**src/rtl/gate_sweep_pkg.sv**
```systemverilog
// Shared gate-function and sweep-state encodings for the gate sweep unit.
package gate_sweep_pkg;

    localparam logic [2:0] MODE_AND  = 3'd0;
    localparam logic [2:0] MODE_OR   = 3'd1;
    localparam logic [2:0] MODE_NAND = 3'd2;
    localparam logic [2:0] MODE_NOR  = 3'd3;
    localparam logic [2:0] MODE_XOR  = 3'd4;
    localparam logic [2:0] MODE_XNOR = 3'd5;
    localparam logic [2:0] MODE_BUF  = 3'd6;
    localparam logic [2:0] MODE_NOT  = 3'd7;

    typedef enum logic [1:0] {
        ST_IDLE  = 2'd0,
        ST_SWEEP = 2'd1,
        ST_DRAIN = 2'd2
    } state_t;

endpackage

```
**src/rtl/gate_nin_df.sv**
```systemverilog
// Combinational N-input gate with selectable function, built from reduction operators.
module gate_nin_df
    import gate_sweep_pkg::*;
#(
    parameter int N_IN = 2
) (
    input  logic [N_IN-1:0] a,
    input  logic [2:0]      mode,
    output logic            y
);

    always_comb begin
        y = 1'b0;
        case (mode)
            MODE_AND:  y = &a;
            MODE_OR:   y = |a;
            MODE_NAND: y = ~&a;
            MODE_NOR:  y = ~|a;
            MODE_XOR:  y = ^a;
            MODE_XNOR: y = ~^a;
            MODE_BUF:  y = a[0];
            MODE_NOT:  y = ~a[0];
            default:   y = 1'b0;
        endcase
    end

endmodule

```
**src/rtl/gate_sweep_unit.sv**
```systemverilog
// Sweeps all 2^N_IN input patterns through an N-input gate and captures the truth table.
// Optional golden-table comparison is built when GATE_SWEEP_TRUTH_CHECK_EN is defined.
module gate_sweep_unit
    import gate_sweep_pkg::*;
#(
    parameter int N_IN = 2,
    localparam int TT_W = 2**N_IN,
    localparam int CW   = $clog2(TT_W) + 1
) (
    input  logic            clk,
    input  logic            rst,
    input  logic            start,
    input  logic [2:0]      mode,
    output logic [N_IN-1:0] a,
    output logic            y,
    output logic            y_valid,
    output logic            busy,
    output logic            done,
    output logic [TT_W-1:0] tt,
    input  logic [TT_W-1:0] expected_tt,
    output logic [CW-1:0]   mismatch_cnt,
    output logic            pass
);

    localparam logic [N_IN-1:0] LAST = '1;
    localparam logic [N_IN-1:0] ONE  = N_IN'(1);

    state_t            state_q, state_d;
    logic [N_IN-1:0]   a_q;
    logic [2:0]        mode_q;
    logic              y_q, yv_q;
    logic [TT_W-1:0]   tt_q;
    logic              f;
    logic              accept, last;

    gate_nin_df #(.N_IN(N_IN)) u_gate (
        .a    (a_q),
        .mode (mode_q),
        .y    (f)
    );

    assign accept = (state_q == ST_IDLE) && start;
    assign last   = (a_q == LAST);

    always_ff @(posedge clk) begin
        if (rst) state_q <= ST_IDLE;
        else     state_q <= state_d;
    end

    always_comb begin
        state_d = state_q;
        case (state_q)
            ST_IDLE:  if (start) state_d = ST_SWEEP;
            ST_SWEEP: if (last)  state_d = ST_DRAIN;
            ST_DRAIN: state_d = ST_IDLE;
            default:  state_d = ST_IDLE;
        endcase
    end

    always_comb begin
        busy = (state_q != ST_IDLE);
        done = (state_q == ST_DRAIN);
    end

    // a_q wraps to 0 on the last pattern, which is exactly the value DRAIN presents.
    always_ff @(posedge clk) begin
        if (rst) begin
            a_q    <= '0;
            mode_q <= MODE_AND;
            y_q    <= 1'b0;
            yv_q   <= 1'b0;
            tt_q   <= '0;
        end else begin
            if (accept) begin
                mode_q <= mode;
                tt_q   <= '0;
            end
            if (state_q == ST_SWEEP) begin
                a_q       <= a_q + ONE;
                y_q       <= f;
                tt_q[a_q] <= f;
                yv_q      <= 1'b1;
            end else begin
                a_q  <= '0;
                yv_q <= 1'b0;
            end
        end
    end

    assign a       = a_q;
    assign y       = y_q;
    assign y_valid = yv_q;
    assign tt      = tt_q;

`ifdef GATE_SWEEP_TRUTH_CHECK_EN
    logic [TT_W-1:0] gold_q;
    logic [CW-1:0]   mcnt_q;
    logic            pass_q;

    always_ff @(posedge clk) begin
        if (rst) begin
            gold_q <= '0;
            mcnt_q <= '0;
            pass_q <= 1'b1;
        end else if (accept) begin
            gold_q <= expected_tt;
            mcnt_q <= '0;
            pass_q <= 1'b1;
        end else if (state_q == ST_SWEEP) begin
            if (f != gold_q[a_q]) mcnt_q <= mcnt_q + CW'(1);
        end else if (state_q == ST_DRAIN) begin
            pass_q <= (mcnt_q == '0);
        end
    end

    assign mismatch_cnt = mcnt_q;
    assign pass         = pass_q;
`else
    logic unused_expected;
    assign unused_expected = ^expected_tt;
    assign mismatch_cnt    = '0;
    assign pass            = 1'b1;
`endif

endmodule

```
**config.mk**
```make
export PLATFORM = sky130hd
export DESIGN_NAME = gate_sweep_unit
export DESIGN_NICKNAME = d
export VERILOG_FILES = /design/src/rtl/gate_sweep_pkg.sv /design/src/rtl/gate_nin_df.sv /design/src/rtl/gate_sweep_unit.sv
export SDC_FILE = /design/constraint.sdc
export NUM_CORES = 1
export LEC_CHECK = 0
export CAP_MARGIN = 20
export CORE_MARGIN = 5
export CORE_UTILIZATION = 41
export CTS_CLUSTER_SIZE = 10
export DETAILED_ROUTE_END_ITERATION = 7
export PLACE_DENSITY = 0.76
export SLEW_MARGIN = 20
export SYNTH_ARGS = -nofsm -noshare
export SYNTH_HDL_FRONTEND = slang
export SYNTH_SLANG_ARGS = --single-unit
export TNS_END_PERCENT = 50
```
**constraint.sdc**
```tcl
create_clock -name clk -period 1.8 [get_ports clk]
set_clock_uncertainty 0.1 [all_clocks]
set_input_delay 0.18 -clock clk [delete_from_list [all_inputs] [get_ports clk]]
set_output_delay 0.18 -clock clk [all_outputs]
set_load 0.005 [all_outputs]
```
==> qor.yml <==
placed_design:
  place_congestion: 0.723
  dp_hpwl_um: 971
  place_ws_ps: 33.9
  portBuffers: 15
logic_synthesis:
  ys_seq_area_share_pct: 41.8
  synth.most_common_cell: "dfxtp_1"
  synth-async-reset-ratio_pct: 0
  synth_top_cell_by_area: "dfxtp_1"
  ys_warn_count: 0
  synth-edff-count: 0
  synth_top_area_share_pct: 41.8
  synthesis.area_um2: 623
  synth_cells: 71
  synth_flop_cell: "dfxtp_1"
  ys_top_cells_by_area: "dfxtp_1 (42%), ha_1 (8.0%), buf_4 (4.8%)"
  ys_ff_latch: 13
  synth_common_cells: "dfxtp_1 (13), nand2_1 (8), nor2_1 (5)"
  postSynthAreaPerCell_um2: 8.78
  synth_cell_types: 25
clock_tree:
  clockBufferDepth: 2
  post_cts_resize_count: 1
  clock_latency_ps: 270
  post_cts_buffers: 0
  postCtsHoldBufs: 0
  cts_tree: "done"
  h-tree-depth: 1
  path_clk_slew_ps: 80
  clockRootBuffer: "clkbuf_4"
  cts_sinks: 13
  numCtsBuffers: 3
timing:
  clock.fmax_mhz: 579
  setup_viol: 0
  drv_slew: 0
  fin_crit_ps: 1730
  hold_viol: 0
  rsz0062_at_grt: "false"
  fin_ws_ps: 71.7
  relSlewSlack_pct: 64.2
  timing.final.crit_share_pct: 96.0
  final.setup.tns_ps: 0
  tightest_slew_ps: 535
min_path:
  hp-class: "input pin to flop"
  hold_path_depth: 3
  whs_endpoint: "mode_q[0]"
  min_from: "mode[0]"
pwr:
  p_leak_nw: 0.327
  pwr_density_cell_nw_per_um2: 701
  power_uw: 583
  vdd_drop_max_mv: 0.568
worst_setup_path:
  worstPathCellList: "inv_1, ha_1, mux2i_1, xnor2_1, a211oi_2, buf_4, o31ai_1"
  cp_slowest_cell: "dfxtp_4"
  cp_top_family: "flip-flops"
  required_ps: 1880
  r2r_end: "tt[3]"
  cp.buffers_inverters: 2
  cp_slowest_stage_delay_ps: 370
  crit_fanout: 5
  end_kind: "flop"
  cp.arrival_ps: 1810
  rr_worst_depth: 7
  r2r-start: "a[0]"
  path_class: "flop to flop"
  ff2ff_setup_slack_ps: 70
  crit_path_start_kind: "flop"
die:
  core_um2: 1470
  initial_core_util_pct: 42.3
  die_w_um: 49.0
  pin_count: 24
  die_height_um: 49.0
  dieArea_um2: 2400
  row_count: 14
route:
  viasPerCell: 5.05
  totalWireLength_mm: 1.28
  drt_iter0_markers: 11
  vias: 530
  antenna_left: 0
  drcViolationCount: 0
  wl_per_cell_um: 12.2
  first_pass_iters: 4
finish:
  fin_util_pct: 56.5
  syn_to_final_growth_pct: 33.5
  diodes: 0
  drive_above_1_share_pct: 12.4
  fillers: 141
  nets: 104
grt:
  track_usage_pct: 11.1
  grt_pass1_wl_mm: 2.15
  antenna_found_initial: 0
  grt-ovfl-total: 0
  grt_pass1_vias: 507
  grt_max_degree: 16
job:
  drv_cap: 0
status:
  run_status: "completed"
## logic make-up (layout without fill, tap and decap cells)
group / Yosys count / count (layout) / synth area share [%]
compound gates: 11 / 11 / 12.7
xor+xnor: 1 / 1 / 1.41
fa+ha+maj: 4 / 4 / 8.03
buf+inv: 10 / 26 / 8.43
flops: 13 / 13 / 41.8
mux: 2 / 2 / 3.21
other cells: 2 / 4 / 1.21
simple gates: 28 / 28 / 23.3
## through the flow
step	hold slack [ps]	cell area [um^2]	std cells
4_1_cts	364	813	105
3_5_place_dp	391	786	101
5_1_grt	389	832	105
6_report	369	832	105
3_3_place_gp	384	786	101
2_1_floorplan	160	631	73
## final cells by class
type	count	area (um^2)	share of cell area (%)
clock buffers	4	26.3	3.16
inverters	4	15.0	1.80
multi-input cells	50	334	40.2
flip-flops and latches	13	264	31.7
well taps	16	20.0	2.41
repair buffers	18	173	20.8
## cell usage in the layout (no fill, tap or decap)
cell type and instances:
a211oi_1 1, a211oi_2 1, a21oi_1 4, a22oi_1 1
a311oi_2 1, and2_1 1, and3_1 1, buf_4 3
clkbuf_1 1, clkbuf_4 3, clkdlybuf4s50_1 15, conb_1 4
dfxtp_1 12, dfxtp_4 1, ha_1 4, inv_1 4
mux2i_1 2, nand2_1 8, nand2b_1 1, nand3_1 3
nand4b_1 3, nor2_1 5, nor2b_1 2, nor3_1 2
o31ai_1 1, o31ai_2 2, or2_1 1, or2b_1 1
xnor2_1 1
## how the worst max path moves through the flow
| stage | from | to | slack [ps] | cells past startpoint |
|---|---|---|---|---|
| floorplan | a[0] | tt[0] | 110 | 6 |
| global placement | a[0] | tt[0] | 40 | 7 |
| detailed placement | a[0] | tt[1] | 30 | 7 |
| CTS | a[0] | tt[1] | 50 | 7 |
| global route | a[0] | tt[0] | 2 | 7 |
| finish | a[0] | tt[3] | 70 | 7 |
## power by group
part	leakage [nW]	total [mW]	switching, mW	internal (mW)
registers	0.107	0.309	0.0105	0.299
clock network	0.0150	0.178	0.0925	0.0858
logic	0.205	0.0952	0.0451	0.0500
## worst register-to-register path, stage by stage, from the launching register on
cell and delay, ps:
dfxtp_4 370, inv_1 70, ha_1 300, mux2i_1 160
xnor2_1 150, a211oi_2 90, buf_4 160, o31ai_1 230
## layer usage
layer  track usage [%]  wire [um]  vias up
met5                 0          0        -
li1                  -          -      267
met2              19.3        679       10
met1              12.4        545      251
met4              6.73         14        0
met3              1.83         43        2
## state kept, by name (all words and copies together), names as in the netlist
register  cells
mode_q        3
tt            4
a             2
y             1
state_q       2
y_valid       1
(Power assumes the default switching activity.)
